$ cat src/rtl/mem_writeback_unit_if.sv
// Bundle of the upstream instruction handshake, the data-memory req/ack bus and the
// register-file writeback port used by mem_writeback_unit.
//   master : the environment side (decode/execute, data memory, register file)
//   slave  : the mem_writeback_unit side
interface mem_writeback_unit_if;
    // Upstream instruction channel
    logic        in_valid;
    logic        in_ready;
    logic [31:0] alu_result;
    logic [31:0] rs2_data;
    logic [31:0] immediate;
    logic [31:0] pc_next;
    logic [4:0]  rd;
    logic        reg_we;
    logic [1:0]  mem_op;
    logic [2:0]  mem_sel;
    logic [1:0]  wb_sel;
    // Data-memory bus
    logic        dmem_req;
    logic        dmem_we;
    logic [31:0] dmem_addr;
    logic [31:0] dmem_wdata;
    logic [3:0]  dmem_wstrb;
    logic        dmem_ack;
    logic [31:0] dmem_rdata;
    // Register-file write port and error pulse
    logic [4:0]  wb_rd;
    logic        wb_reg_we;
    logic [31:0] wb_data;
    logic        mem_err;

    modport master (
        output in_valid, alu_result, rs2_data, immediate, pc_next, rd, reg_we,
               mem_op, mem_sel, wb_sel, dmem_ack, dmem_rdata,
        input  in_ready, dmem_req, dmem_we, dmem_addr, dmem_wdata, dmem_wstrb,
               wb_rd, wb_reg_we, wb_data, mem_err
    );

    modport slave (
        input  in_valid, alu_result, rs2_data, immediate, pc_next, rd, reg_we,
               mem_op, mem_sel, wb_sel, dmem_ack, dmem_rdata,
        output in_ready, dmem_req, dmem_we, dmem_addr, dmem_wdata, dmem_wstrb,
               wb_rd, wb_reg_we, wb_data, mem_err
    );
endinterface

$ cat src/rtl/mem_writeback_unit.sv
// Multi-cycle memory-access and writeback stage.
// Ports:
//   clk    : clock, rising edge
//   rst_n  : synchronous active-low reset
//   bus_io : instruction handshake in, data-memory req/ack bus out, register-file write
//            port and mem_err pulse out (see mem_writeback_unit_if)
// Non-memory ops write back one cycle after acceptance; loads/stores hold a request until
// ack (or timeout) and write back one cycle after the ack.
module mem_writeback_unit #(
    parameter int unsigned TIMEOUT_CYCLES = 16
) (
    input  logic                 clk,
    input  logic                 rst_n,
    mem_writeback_unit_if.slave  bus_io
);
    localparam int unsigned CntW = (TIMEOUT_CYCLES > 1) ? $clog2(TIMEOUT_CYCLES) : 1;

    typedef enum logic [1:0] {StIdle, StAccess, StWriteback} state_e;

    state_e          state_q;
    logic            req_q, we_q, wb_we_q, err_q;
    logic [31:0]     addr_q, wdata_q, wb_data_q;
    logic [3:0]      wstrb_q;
    logic [4:0]      wb_rd_q, rd_q;
    logic [CntW-1:0] cnt_q;
    // Instruction fields latched for the access and writeback phases
    logic            reg_we_q, is_load_q;
    logic [1:0]      wb_sel_q, off_q;
    logic [2:0]      mem_sel_q;
    logic [31:0]     alt_data_q;  // wb_sel-selected non-load value
    logic [31:0]     ld_data_q;

    logic            accept, is_load, is_store, misaligned;
    logic [3:0]      strb_base;
    logic [31:0]     st_data, sel_val, ld_shift, ld_val;

    always_comb begin
        accept   = bus_io.in_valid && (state_q == StIdle);
        is_load  = (bus_io.mem_op == 2'b01);
        is_store = (bus_io.mem_op == 2'b10);

        // Access size comes from mem_sel[1:0]; the unused 11 encoding is handled as a word.
        unique case (bus_io.mem_sel[1:0])
            2'b00: begin
                misaligned = 1'b0;
                strb_base  = 4'b0001;
                st_data    = {4{bus_io.rs2_data[7:0]}};
            end
            2'b01: begin
                misaligned = bus_io.alu_result[0];
                strb_base  = 4'b0011;
                st_data    = {2{bus_io.rs2_data[15:0]}};
            end
            default: begin
                misaligned = (bus_io.alu_result[1:0] != 2'b00);
                strb_base  = 4'b1111;
                st_data    = bus_io.rs2_data;
            end
        endcase

        unique case (bus_io.wb_sel)
            2'b00:   sel_val = bus_io.alu_result;
            2'b01:   sel_val = ld_data_q;
            2'b10:   sel_val = bus_io.pc_next;
            default: sel_val = bus_io.immediate;
        endcase

        // Halfwords are aligned, so a byte-offset shift serves both sizes.
        ld_shift = bus_io.dmem_rdata >> {off_q, 3'b000};
        unique case (mem_sel_q[1:0])
            2'b00:   ld_val = {{24{~mem_sel_q[2] & ld_shift[7]}}, ld_shift[7:0]};
            2'b01:   ld_val = {{16{~mem_sel_q[2] & ld_shift[15]}}, ld_shift[15:0]};
            default: ld_val = bus_io.dmem_rdata;
        endcase
    end

    always_ff @(posedge clk) begin
        if (!rst_n) begin
            state_q    <= StIdle;
            req_q      <= 1'b0;
            we_q       <= 1'b0;
            wb_we_q    <= 1'b0;
            err_q      <= 1'b0;
            addr_q     <= '0;
            wdata_q    <= '0;
            wstrb_q    <= '0;
            wb_data_q  <= '0;
            wb_rd_q    <= '0;
            cnt_q      <= '0;
            rd_q       <= '0;
            reg_we_q   <= 1'b0;
            is_load_q  <= 1'b0;
            wb_sel_q   <= '0;
            off_q      <= '0;
            mem_sel_q  <= '0;
            alt_data_q <= '0;
            ld_data_q  <= '0;
        end else begin
            wb_we_q <= 1'b0;
            err_q   <= 1'b0;
            unique case (state_q)
                StIdle: begin
                    if (accept) begin
                        if (is_load || is_store) begin
                            if (misaligned) begin
                                err_q <= 1'b1;
                            end else begin
                                req_q      <= 1'b1;
                                we_q       <= is_store;
                                addr_q     <= {bus_io.alu_result[31:2], 2'b00};
                                wdata_q    <= is_store ? st_data : '0;
                                wstrb_q    <= is_store ? (strb_base << bus_io.alu_result[1:0])
                                                       : 4'b0000;
                                rd_q       <= bus_io.rd;
                                reg_we_q   <= bus_io.reg_we;
                                is_load_q  <= is_load;
                                wb_sel_q   <= bus_io.wb_sel;
                                mem_sel_q  <= bus_io.mem_sel;
                                off_q      <= bus_io.alu_result[1:0];
                                alt_data_q <= sel_val;
                                cnt_q      <= '0;
                                state_q    <= StAccess;
                            end
                        end else begin
                            wb_we_q   <= bus_io.reg_we && (bus_io.rd != 5'd0);
                            wb_rd_q   <= bus_io.rd;
                            wb_data_q <= sel_val;
                        end
                    end
                end
                StAccess: begin
                    if (bus_io.dmem_ack) begin
                        req_q   <= 1'b0;
                        state_q <= StWriteback;
                        if (is_load_q) begin
                            ld_data_q <= ld_val;
                        end
                    end else if (cnt_q == CntW'(TIMEOUT_CYCLES - 1)) begin
                        req_q   <= 1'b0;
                        err_q   <= 1'b1;
                        state_q <= StIdle;
                    end else begin
                        cnt_q <= cnt_q + 1'b1;
                    end
                end
                StWriteback: begin
                    wb_rd_q   <= rd_q;
                    wb_data_q <= (wb_sel_q == 2'b01) ? ld_data_q : alt_data_q;
                    wb_we_q   <= reg_we_q && (rd_q != 5'd0);
                    state_q   <= StIdle;
                end
                default: state_q <= StIdle;
            endcase
        end
    end

    assign bus_io.in_ready   = (state_q == StIdle);
    assign bus_io.dmem_req   = req_q;
    assign bus_io.dmem_we    = we_q;
    assign bus_io.dmem_addr  = addr_q;
    assign bus_io.dmem_wdata = wdata_q;
    assign bus_io.dmem_wstrb = wstrb_q;
    assign bus_io.wb_rd      = wb_rd_q;
    assign bus_io.wb_reg_we  = wb_we_q;
    assign bus_io.wb_data    = wb_data_q;
    assign bus_io.mem_err    = err_q;
endmodule

$ cat src/flat_wrapper.sv
// flat-port wrapper written by rule: the top's interface ports become plain ports
module mem_writeback_unit_flat 
#(
    parameter int unsigned TIMEOUT_CYCLES = 16
)
  (clk, rst_n, bus_io_in_valid, bus_io_alu_result, bus_io_rs2_data, bus_io_immediate, bus_io_pc_next, bus_io_rd, bus_io_reg_we, bus_io_mem_op, bus_io_mem_sel, bus_io_wb_sel, bus_io_dmem_ack, bus_io_dmem_rdata, bus_io_in_ready, bus_io_dmem_req, bus_io_dmem_we, bus_io_dmem_addr, bus_io_dmem_wdata, bus_io_dmem_wstrb, bus_io_wb_rd, bus_io_wb_reg_we, bus_io_wb_data, bus_io_mem_err);
  mem_writeback_unit_if bus_io_i ();
  input  logic clk;
  input  logic rst_n;
  input wire logic [$bits(bus_io_i.in_valid)-1:0] bus_io_in_valid;
  input wire logic [$bits(bus_io_i.alu_result)-1:0] bus_io_alu_result;
  input wire logic [$bits(bus_io_i.rs2_data)-1:0] bus_io_rs2_data;
  input wire logic [$bits(bus_io_i.immediate)-1:0] bus_io_immediate;
  input wire logic [$bits(bus_io_i.pc_next)-1:0] bus_io_pc_next;
  input wire logic [$bits(bus_io_i.rd)-1:0] bus_io_rd;
  input wire logic [$bits(bus_io_i.reg_we)-1:0] bus_io_reg_we;
  input wire logic [$bits(bus_io_i.mem_op)-1:0] bus_io_mem_op;
  input wire logic [$bits(bus_io_i.mem_sel)-1:0] bus_io_mem_sel;
  input wire logic [$bits(bus_io_i.wb_sel)-1:0] bus_io_wb_sel;
  input wire logic [$bits(bus_io_i.dmem_ack)-1:0] bus_io_dmem_ack;
  input wire logic [$bits(bus_io_i.dmem_rdata)-1:0] bus_io_dmem_rdata;
  output wire logic [$bits(bus_io_i.in_ready)-1:0] bus_io_in_ready;
  output wire logic [$bits(bus_io_i.dmem_req)-1:0] bus_io_dmem_req;
  output wire logic [$bits(bus_io_i.dmem_we)-1:0] bus_io_dmem_we;
  output wire logic [$bits(bus_io_i.dmem_addr)-1:0] bus_io_dmem_addr;
  output wire logic [$bits(bus_io_i.dmem_wdata)-1:0] bus_io_dmem_wdata;
  output wire logic [$bits(bus_io_i.dmem_wstrb)-1:0] bus_io_dmem_wstrb;
  output wire logic [$bits(bus_io_i.wb_rd)-1:0] bus_io_wb_rd;
  output wire logic [$bits(bus_io_i.wb_reg_we)-1:0] bus_io_wb_reg_we;
  output wire logic [$bits(bus_io_i.wb_data)-1:0] bus_io_wb_data;
  output wire logic [$bits(bus_io_i.mem_err)-1:0] bus_io_mem_err;
  assign bus_io_i.in_valid = bus_io_in_valid;
  assign bus_io_i.alu_result = bus_io_alu_result;
  assign bus_io_i.rs2_data = bus_io_rs2_data;
  assign bus_io_i.immediate = bus_io_immediate;
  assign bus_io_i.pc_next = bus_io_pc_next;
  assign bus_io_i.rd = bus_io_rd;
  assign bus_io_i.reg_we = bus_io_reg_we;
  assign bus_io_i.mem_op = bus_io_mem_op;
  assign bus_io_i.mem_sel = bus_io_mem_sel;
  assign bus_io_i.wb_sel = bus_io_wb_sel;
  assign bus_io_i.dmem_ack = bus_io_dmem_ack;
  assign bus_io_i.dmem_rdata = bus_io_dmem_rdata;
  assign bus_io_in_ready = bus_io_i.in_ready;
  assign bus_io_dmem_req = bus_io_i.dmem_req;
  assign bus_io_dmem_we = bus_io_i.dmem_we;
  assign bus_io_dmem_addr = bus_io_i.dmem_addr;
  assign bus_io_dmem_wdata = bus_io_i.dmem_wdata;
  assign bus_io_dmem_wstrb = bus_io_i.dmem_wstrb;
  assign bus_io_wb_rd = bus_io_i.wb_rd;
  assign bus_io_wb_reg_we = bus_io_i.wb_reg_we;
  assign bus_io_wb_data = bus_io_i.wb_data;
  assign bus_io_mem_err = bus_io_i.mem_err;
  mem_writeback_unit #(.TIMEOUT_CYCLES(TIMEOUT_CYCLES)) u_core (.clk(clk), .rst_n(rst_n), .bus_io(bus_io_i));
endmodule
$ cat config.mk
export PLATFORM = sky130hd
export DESIGN_NAME = mem_writeback_unit_flat
export DESIGN_NICKNAME = d
export VERILOG_FILES = /design/src/rtl/mem_writeback_unit_if.sv /design/src/rtl/mem_writeback_unit.sv /design/src/flat_wrapper.sv
export SDC_FILE = /design/constraint.sdc
export NUM_CORES = 1
export LEC_CHECK = 0
export BUFFER_PORTS_ARGS = -buffer_cell sky130_fd_sc_hd__buf_2
export CORE_ASPECT_RATIO = 0.5
export CORE_MARGIN = 2
export CORE_UTILIZATION = 56
export DETAILED_ROUTE_END_ITERATION = 6
export GPL_ROUTABILITY_DRIVEN = 0
export PLACE_DENSITY = 0.86
export SLEW_MARGIN = 5
export SYNTH_ARGS = -nofsm -noshare
export SYNTH_HDL_FRONTEND = slang
export SYNTH_SLANG_ARGS = --single-unit
$ cat constraint.sdc
create_clock -name clk -period 4.2 [get_ports clk]
set_input_delay 0.21 -clock clk [delete_from_list [all_inputs] [get_ports clk]]
set_output_delay 0.21 -clock clk [all_outputs]
set_load 0.005 [all_outputs]
==> results.md <==
* Status: completed
* Portion of total power attributed to sequential cells at 0.471
* Arr. time, crit path at 3.02 ns
* Worst EP required at ~4.5 ns
* Area leader, netlist: dfxtp_1
* Total track usage at 0.293
* Syn avg cell area at 9.33 µm²
* Tot Pwr at roughly 4.1 mW
* Hold-fix buffers at CTS at 0
* Core ar. at around 17000 µm²
* First-pass GRT wire length at roughly 43000 µm
* Initial antenna violation count at 1
* Flip-flop and latch count after synthesis at between 150 and 200
* Synth top area cells: dfxtp_1, mux2i_1, mux4_2
* Number of synthesized flops with an enable pin at 0
* Routed WL at roughly 27000 µm
* Inserted Clock Buffers at 17
* Storage cell area at 3820 µm²
* Initial core utilization at 0.582
* Max Fanout on Critical Path at 47
* Register area share after synthesis at 0.395
* RSZ-0062 raised after global routing: no
* Via Count at around 9000
* Final-stage net count at about 1400
* Setup CP Type: reg2reg
* # DRC at 0
* CTS sink count at approximately 190
* Layout Utilization at 0.690
* Cells after Synth at ~1000
* Switch share at 0.279
* Pwr/cell area at roughly 350 nW/µm²
* Setup TNS at 0 ns
* Vias in the first global route at approximately 8500
* Antenna-violating nets left at 0
* Avg WL per Cell at 18.2 µm
* Multi-input gate area at roughly 5300 µm²
* Combinational share of power at 0.151
* Post-route minimum period at around 2.7 ns
* GRT overflow at 0
* Clk_lat worst skew at ~0.43 ns
* Psw at about 1.1 mW
* Max-cap violations at 0
* Area Overhead vs Synth at 18.5%
* Ys Warns at 0
* Htree depth at 4
* Synth Cell Area at 9680 µm²
* Count leader, synth: dfxtp_1
* Clock Power Share at 0.378
* Hold depth at 3
* Worst Tran Pin Value at between 1 and 1.5 ns
* Top Ports at between 200 and 300
* CTS tree: done
* Die Ht at roughly 97 µm
* PortBufs at 284
* Post-synth top flop: dfxtp_1
* Hold WC Path Type: in2reg
* Crit end category: flop
* Relative slew slack at 0.229
* Worst-case clock skew at 0.0124 ns
* Max Clock Freq at about 370 MHz
* Leakage power at between 4 and 5 nW
* Detail Placement HPWL at about 19000 µm
* CTS max path bufs at 2
* Max-slew violation count at 0
* Post-CTS Setup Inserts at 0
* Peak supply drop at slightly above 300 µV
* Std-Cell Rows at 33
* Number of DRC markers in iteration 0 at roughly 660
* Period utilization at 0.638
* DRT Pass-1 Iters at 6
* # setup viols final at 0
* Power Internal at around 3 mW
* Die area at between 15000 and 20000 µm²
* Fin. Hold Viols at 0
* Clk pin slew, worst setup/hold paths at 0.08 ns
* Yosys cell types at 54
* Largest net degree at the start of global routing at 84
* Yosys top cell area share at 0.395
* Resize count post-CTS at 0
* # fillers at between 1000 and 1500
* R2R depth at 4
* Die W at 190 µm
* Startpoint Class: flop
* Commonest cells in the netlist: dfxtp_1, nand2_1, mux2i_1
* Asr flop ratio synth at 0
* Share of layout cells above drive strength 1 at 0.407
* Vias/cell at slightly below 6
* Clk root buf: clkbuf_16
sequential cells by signal, indices dropped and copies added, names as in the netlist, 2 cells and up:
name and count:
u_core.off_q 2, u_core.state_q 2, u_core.alt_data_q 32, u_core.rd_q 5, u_core.wb_sel_q 2, u_core.bus_io.dmem_wdata 32
u_core.cnt_q 4, u_core.bus_io.wb_rd 5, u_core.mem_sel_q 3, u_core.bus_io.dmem_addr 30, u_core.bus_io.wb_data 32, u_core.bus_io.dmem_wstrb 4
u_core.ld_data_q 32
routing by layer:
layer	track usage	up-vias	wire, µm
met5	0	-	0
li1	-	4114	-
met3	0.0646	66	2030
met4	0.114	0	739
met1	0.373	4172	11500
met2	0.486	411	13000
area by class of cell:
class	instances	area share
multi-input combinational	747	0.462
sequential	191	0.333
timing repair buffer	294	0.130
clock buffer	20	0.0389
tap	227	0.0248
clock inverter	12	0.00916
inverter	3	0.00120
antenna	1	0.000218
worst paths after layout:
check	from	to	slack [ns]
worst max-delay path	u_core.state_q[0]$_SDFFE_PN0P_	u_core.bus_io.dmem_wdata[29]$_SDFFE_PN0P_	1.52
worst min-delay path	bus_io_alu_result[3]	u_core.bus_io.dmem_addr[3]$_SDFFE_PN0P_	0.02
worst max register to register	u_core.state_q[0]$_SDFFE_PN0P_	u_core.bus_io.dmem_wdata[29]$_SDFFE_PN0P_	1.52
worst min register to register	u_core.bus_io.dmem_wdata[17]$_SDFFE_PN0P_	u_core.bus_io.dmem_wdata[17]$_SDFFE_PN0P_	0.45
power by group through the flow:
| stage | Combinational [mW] | Sequential [mW] | Clock [mW] |
|---|---|---|---|
| 2_1_floorplan | 0.403 | 1.95 | 0 |
| 3_3_place_gp | 0.582 | 1.95 | 0 |
| 3_5_place_dp | 0.604 | 1.95 | 0 |
| 4_1_cts | 0.607 | 1.91 | 1.56 |
| 5_1_grt | 0.663 | 1.92 | 1.63 |
| 6_report | 0.612 | 1.91 | 1.53 |
worst max-delay path, cell delays in order (launching register included):
cell     delay (ns)
dfxtp_1        0.46
nor4b_4        0.53
and3_4         0.74
nand3_2        0.48
o21ai_0        0.36
kinds of logic (layout without fill, tap and decap cells):
logic type,Yosys count,in the layout,share of synthesized area
AOI/OAI and AO/OA,283,283,0.206
adders and majority gates,3,3,0.00388
buffers and inverters,101,329,0.0627
DFF,191,191,0.395
muxes,115,115,0.162
other,1,3,0.000387
and+or+nand+nor,344,344,0.170
cells in the final DEF (no fill, tap or decap), types with 4 or more instances in the layout:
cell type | synthesis | final
clkbuf_16 | 0 | 17
nand2b_1 | 15 | 14
and3_1 | 4 | 4
clkinvlp_4 | 0 | 4
mux4_2 | 33 | 33
a21oi_2 | 70 | 70
nand3b_1 | 11 | 11
a21oi_1 | 63 | 63
mux2_2 | 6 | 6
a22o_1 | 40 | 40
nand2_1 | 148 | 148
buf_2 | 30 | 284
nand2_2 | 67 | 67
mux2i_1 | 76 | 76
nand3_1 | 9 | 8
o21ai_1 | 10 | 10
o211ai_1 | 11 | 11
a2bb2oi_1 | 7 | 7
clkinv_4 | 0 | 4
dfxtp_1 | 191 | 191
o21ai_0 | 42 | 42
o32ai_1 | 7 | 7
nor2_1 | 68 | 67
a211oi_1 | 7 | 7
a31oi_1 | 18 | 17
nor3_1 | 5 | 4
buf_4 | 7 | 10
metrics by stage:
step	cell area (µm²)	cells	hold slack [ns]	worst slack [ns]
final	11500	1495	0.0188	1.52
after CTS	11500	1494	0.00437	1.52
after global routing	11500	1495	0.00916	1.29
after detailed placement	10900	1462	0.438	1.31
after floorplan	9690	1039	0.337	2.58
after global placement	10900	1462	0.434	1.45
Power figures use the tool's default switching activity.
